==> src/rtl/keypad_pkg.sv <==
// keypad_pkg: shared definitions for the 4x4 keypad scanner.
//   state_t     : scanner FSM states (2-bit encoding)
//   NUM_ROWS, NUM_COLS, KEY_W : matrix geometry and key code width
//   lowest_low  : index of the lowest active-low column in a sample
package keypad_pkg;

  typedef enum logic [1:0] {
    SCAN     = 2'd0,
    DEBOUNCE = 2'd1,
    PRESSED  = 2'd2
  } state_t;

  localparam int NUM_ROWS = 4;
  localparam int NUM_COLS = 4;
  localparam int KEY_W    = 4;

  // Scans from the top down so the lowest pulled-low column is the one kept.
  function automatic logic [1:0] lowest_low(input logic [NUM_COLS-1:0] c);
    lowest_low = 2'd0;
    for (int i = NUM_COLS - 1; i >= 0; i--) begin
      if (!c[i]) lowest_low = 2'(i);
    end
  endfunction

endpackage

==> src/rtl/keypad_tick.sv <==
// keypad_tick: free-running row-dwell divider.
//   clk   in  system clock
//   rst_n in  asynchronous active-low reset
//   tick  out high for one cycle, on the last cycle of every SCAN_DIV-cycle dwell
module keypad_tick #(
  parameter int SCAN_DIV = 1000
) (
  input  logic clk,
  input  logic rst_n,
  output logic tick
);

  localparam int W = (SCAN_DIV > 1) ? $clog2(SCAN_DIV) : 1;
  localparam logic [W-1:0] LAST = W'(SCAN_DIV - 1);

  logic [W-1:0] div;

  always_ff @(posedge clk or negedge rst_n) begin
    if (!rst_n)           div <= '0;
    else if (div == LAST) div <= '0;
    else                  div <= div + 1'b1;
  end

  assign tick = (div == LAST);

endmodule

==> src/rtl/keypad_scan.sv <==
// keypad_scan: 4x4 membrane keypad scanner with press/release debounce.
//   clk       in  system clock
//   rst_n     in  asynchronous active-low reset
//   col       in  column lines, active-low (pulled up externally)
//   row       out row drive, one-hot active-low, registered
//   key_code  out last accepted key, 4*row + col
//   key_valid out one-cycle strobe per accepted key (and per repeat)
//   key_down  out high from acceptance until the release is debounced
// Optional build macro KEYPAD_REPEAT_EN: while a key stays held, re-strobe
// key_valid every REP_TICKS column samples.
module keypad_scan
  import keypad_pkg::*;
#(
  parameter int SCAN_DIV  = 1000,
  parameter int DEB_CNT   = 20,
  parameter int REP_TICKS = 500
) (
  input  logic                clk,
  input  logic                rst_n,
  input  logic [NUM_COLS-1:0] col,
  output logic [NUM_ROWS-1:0] row,
  output logic [KEY_W-1:0]    key_code,
  output logic                key_valid,
  output logic                key_down
);

  if (SCAN_DIV < 1 || DEB_CNT < 1 || REP_TICKS < 1) begin : g_bad_param
    $error("keypad_scan: SCAN_DIV, DEB_CNT and REP_TICKS must all be >= 1");
  end

  localparam int DW = $clog2(DEB_CNT + 1);
  // Counters compare against the last value before terminal so the
  // terminal-sample decision is made on the same tick that carries it.
  localparam logic [DW-1:0] DEB_TERM = DW'(DEB_CNT - 1);

  logic tick;

  keypad_tick #(.SCAN_DIV(SCAN_DIV)) u_tick (
    .clk   (clk),
    .rst_n (rst_n),
    .tick  (tick)
  );

  state_t          state, state_n;
  logic [1:0]      row_idx, row_idx_n;
  logic [1:0]      col_idx, col_idx_n;
  logic [DW-1:0]   deb_cnt, deb_n;
  logic [DW-1:0]   rel_cnt, rel_n;
  logic [KEY_W-1:0] code_n;
  logic            valid_n, down_n, accept;

`ifdef KEYPAD_REPEAT_EN
  localparam int RW = $clog2(REP_TICKS + 1);
  localparam logic [RW-1:0] REP_TERM = RW'(REP_TICKS - 1);
  logic [RW-1:0] rep_cnt, rep_n;
`endif

  always_comb begin
    state_n   = state;
    row_idx_n = row_idx;
    col_idx_n = col_idx;
    deb_n     = deb_cnt;
    rel_n     = rel_cnt;
    code_n    = key_code;
    valid_n   = 1'b0;
    down_n    = key_down;
    accept    = 1'b0;
`ifdef KEYPAD_REPEAT_EN
    rep_n     = rep_cnt;
`endif

    case (state)
      SCAN: begin
        if (tick) begin
          if (col == 4'hF) begin
            row_idx_n = row_idx + 2'd1;
          end else begin
            col_idx_n = lowest_low(col);
            if (DEB_CNT <= 1) begin
              accept = 1'b1;
            end else begin
              deb_n   = DW'(1);
              state_n = DEBOUNCE;
            end
          end
        end
      end

      DEBOUNCE: begin
        if (tick) begin
          if (!col[col_idx]) begin
            if (deb_cnt == DEB_TERM) accept = 1'b1;
            else                     deb_n  = deb_cnt + 1'b1;
          end else begin
            // Bounce: give up on this row and keep scanning.
            deb_n     = '0;
            state_n   = SCAN;
            row_idx_n = row_idx + 2'd1;
          end
        end
      end

      PRESSED: begin
        // Only the captured column is watched; row_idx stays frozen so
        // other rows are not driven and cannot interfere.
        if (tick) begin
          if (col[col_idx]) begin
            if (rel_cnt == DEB_TERM) begin
              rel_n     = '0;
              down_n    = 1'b0;
              state_n   = SCAN;
              row_idx_n = row_idx + 2'd1;
            end else begin
              rel_n = rel_cnt + 1'b1;
            end
          end else begin
            rel_n = '0;
`ifdef KEYPAD_REPEAT_EN
            if (rep_cnt == REP_TERM) begin
              rep_n   = '0;
              valid_n = !key_valid;
            end else begin
              rep_n = rep_cnt + 1'b1;
            end
`endif
          end
        end
      end

      default: state_n = SCAN;
    endcase

    if (accept) begin
      code_n  = {row_idx, col_idx_n};
      valid_n = 1'b1;
      down_n  = 1'b1;
      deb_n   = '0;
      rel_n   = '0;
      state_n = PRESSED;
`ifdef KEYPAD_REPEAT_EN
      rep_n   = '0;
`endif
    end
  end

  always_ff @(posedge clk or negedge rst_n) begin
    if (!rst_n) begin
      state     <= SCAN;
      row_idx   <= 2'd0;
      col_idx   <= 2'd0;
      deb_cnt   <= '0;
      rel_cnt   <= '0;
      row       <= 4'b1110;
      key_code  <= '0;
      key_valid <= 1'b0;
      key_down  <= 1'b0;
`ifdef KEYPAD_REPEAT_EN
      rep_cnt   <= '0;
`endif
    end else begin
      state     <= state_n;
      row_idx   <= row_idx_n;
      col_idx   <= col_idx_n;
      deb_cnt   <= deb_n;
      rel_cnt   <= rel_n;
      row       <= ~(4'b0001 << row_idx_n);
      key_code  <= code_n;
      key_valid <= valid_n;
      key_down  <= down_n;
`ifdef KEYPAD_REPEAT_EN
      rep_cnt   <= rep_n;
`endif
    end
  end

endmodule

==> config.mk <==
export PLATFORM = sky130hd
export DESIGN_NAME = keypad_scan
export DESIGN_NICKNAME = d
export VERILOG_FILES = /design/src/rtl/keypad_pkg.sv /design/src/rtl/keypad_tick.sv /design/src/rtl/keypad_scan.sv
export SDC_FILE = /design/constraint.sdc
export NUM_CORES = 1
export LEC_CHECK = 0
export CAP_MARGIN = 20
export CORE_UTILIZATION = 57
export DETAILED_ROUTE_END_ITERATION = 8
export PLACE_DENSITY = 0.79
export SYNTH_ARGS = -nofsm -noshare
export SYNTH_HDL_FRONTEND = slang
export SYNTH_SLANG_ARGS = --single-unit
==> constraint.sdc <==
create_clock -name clk -period 2.6 [get_ports clk]
set_input_delay 0.52 -clock clk [delete_from_list [all_inputs] [get_ports clk]]
set_output_delay 0.52 -clock clk [all_outputs]
set_load 0.01 [all_outputs]
==> flow_summary.yaml <==
layout:
  utilization: 0.695
  area_growth_pct: 13.6
  antenna_cells: 0
  final_cell_count_no_fill: 258
  multi_input_area_um2: 938
  ff_latch_area_um2: 905
  fill_cells: 264
  drive_gt1_frac: 0.121
  nNetsFinal: 222
synthesis:
  synth_ff_type: "dfrtp_1"
  synth_area_um2: 1900
  syn_nets: 204
  synthDistinctLibCells: 47
  synthArstFlopShare: 1.00
  ys_ff_latch: 36
  synth_edf_count: 0
  synth_warnings: 0
  syn_inst: 195
  yosysSeqAreaShare: 0.477
  synth_area_per_cell_um2: 9.73
run:
  max-cap-violations: 0
placed_design:
  place.gp.congestion: 0.872
  dp_hpwl_um: 2690
  dp_cells: 250
  portBuffers: 15
clocking:
  cts_buffer_depth: 2
  cts_buffers: 5
  cts_tree: "yes"
  post_cts_buffers: 0
  cts-hold-fix-buffers: 0
  insertion_delay_ns: 0.34
  root_buffer: "clkbuf_4"
  clk_pin_slew_ns: 0.10
  cts_max_level: 2
  numClockSinks: 36
  cts_resized: 0
global_route:
  first_global_vias: 1431
  track_usage: 0.245
  grt_pass1_wl_um: 6420
  grt_max_degree: 37
  overflow: 0
  antenna_found_initial: 0
timing:
  setup_tns_ns: 0
  setup_viol: 0
  tightest_slew_ns: 0.492
  max_freq_mhz: 448
  min_period_ns: 2.23
  rsz0062_at_grt: "no"
  hold_violations: 0
  max-slew-margin-rel: 0.671
  slew_viol_final: 0
  clock_skew_ns: 0.00144
  fin_crit_sh: 0.858
critical_path:
  crit_path_max_fanout: 8
  cp_cell_sequence: "clkdlybuf4s50_1 -> mux4_2 -> buf_4 -> o2111ai_2 -> a21oi_1 -> or2_2"
  critPathArrivalTime_ns: 2.47
  worst_path_max_delay_cell: "mux4_2"
  worstSetupPathType: "in -> reg"
  required_ns: 2.84
  start_kind: "primary input"
  end_kind: "flop"
  slowest_delay_ns: 0.56
die:
  design.core.area_um2: 3100
  ios: 16
  die_w_um: 59.7
  die_h_um: 59.7
  placementRows: 20
  die_area_um2: 3560
  start_util: 0.612
power:
  p_leak_nw: 0.947
  max-vdd-ir-drop_mv: 0.295
  powerDensity_nw_per_um2: 425
min_path:
  min_path_type: "reg -> reg"
status:
  status: "finished, final reports clean"
route:
  avgRoutedWirePerCell_um: 14.4
  vias: 1504
  drt-total-wl_um: 3720
  drt_iter0_drc: 54
  drc: 0
  dr.pass1.iters: 4
  vias_per_cell: 5.83
  drtAntennaViolNets: 0
state kept, by name, indices dropped and copies added, names as in the netlist:
signal,flops
state,2
row_idx,2
key_down,1
rel_cnt,5
deb_cnt,5
key_code,4
row,4
u_tick.div,10
col_idx,2
key_valid,1
cell families after synthesis:
logic type	share of synthesized area
fa+ha+maj	0.0251
buf+inv	0.0290
mux	0.0521
xor+xnor	0.0461
compound gates	0.151
flops	0.477
simple gates	0.220
cell type report:
class                           instances  share of cell area
Timing Repair Buffer                   20              0.0871
Inverter                                3             0.00522
Tap cell                               44              0.0255
Sequential cell                        36               0.420
Multi-Input combinational cell        147               0.435
Clock buffer                            8              0.0273
per-layer routing:
layer / part of all wire / global-route usage / wire length, um / up-vias
li1: - / - / - / 725
met1: 0.43 / 0.307 / 1610 / 733
met2: 0.51 / 0.416 / 1880 / 41
met3: 0.047 / 0.0563 / 173 / 5
met4: 0.015 / 0.0864 / 57 / 0
met5: 0 / 0 / 0 / -
layout by cell type (no fill, tap or decap), drive strengths merged, types with 4 or more instances in the layout:
master,count
a21oi,11
and3,5
buf,5
clkbuf,8
clkdlybuf4s50,15
dfrtp,33
mux2,5
nand2,20
nand2b,6
nand3,15
nor2,18
nor3,4
o21ai,16
or2,4
xnor2,4
xor2,6
power breakdown:
part           internal (mW)  total [mW]  switching, mW
Combinational         0.0141      0.0363         0.0222
Clock                  0.133       0.314          0.181
Sequential             0.563       0.566        0.00331
Total                  0.710       0.916          0.206
worst max-delay path, delay by kind of cell:
family                 cells  cell delay, ns
buffers and inverters      2            0.67
muxes                      1            0.56
AOI/OAI and AO/OA          2            0.44
and+or+nand+nor            1            0.28
per-stage QoR:
step | hold slack (ns) | power, mW | worst slack [ns] | cell area, um2
after CTS | 0.480 | 0.920 | 0.380 | 2160
after detailed placement | 0.466 | 0.614 | 0.0165 | 2100
after global routing | 0.506 | 0.948 | 0.206 | 2160
final | 0.476 | 0.916 | 0.369 | 2160
after floorplan | 0.224 | 0.589 | 0.543 | 1900
after global placement | 0.467 | 0.611 | 0.102 | 2100
cells in the mapped netlist, types with 2 or more instances:
| cell | number | share of area |
|---|---|---|
| nand2_1 | 20 | 0.040 |
| nor3_1 | 3 | 0.0079 |
| buf_2 | 2 | 0.0053 |
| or2_2 | 2 | 0.0066 |
| nand2b_1 | 6 | 0.020 |
| xor2_1 | 6 | 0.028 |
| and2_1 | 3 | 0.0099 |
| o21ai_1 | 4 | 0.011 |
| a21oi_1 | 10 | 0.026 |
| or3_1 | 2 | 0.0066 |
| nand4_1 | 2 | 0.0066 |
| clkbuf_1 | 5 | 0.0099 |
| nor2_1 | 18 | 0.036 |
| and3_1 | 5 | 0.016 |
| a211oi_1 | 2 | 0.0079 |
| inv_1 | 3 | 0.0059 |
| mux2_2 | 4 | 0.024 |
| xnor2_1 | 4 | 0.018 |
| o21ai_0 | 12 | 0.032 |
| nand3_1 | 15 | 0.040 |
| or2_1 | 2 | 0.0066 |
| o31ai_1 | 3 | 0.012 |
| dfrtp_1 | 33 | 0.44 |
| mux2i_1 | 2 | 0.011 |
| ha_1 | 3 | 0.020 |
| dfstp_2 | 3 | 0.042 |
worst paths after layout:
kind                       cells past startpoint  slack (ns)            end     startpoint
min in group asynchronous                      2        0.58  u_tick.div[9]          rst_n
max                                            6        0.37     row_idx[1]         col[3]
min                                            1        0.48  u_tick.div[9]  u_tick.div[9]
max reg2reg                                    6        0.41     deb_cnt[2]  u_tick.div[0]
min reg2reg                                    1        0.48  u_tick.div[9]  u_tick.div[9]
max in group asynchronous                      2        1.68         row[1]          rst_n
Power figures use the tool's default switching activity.
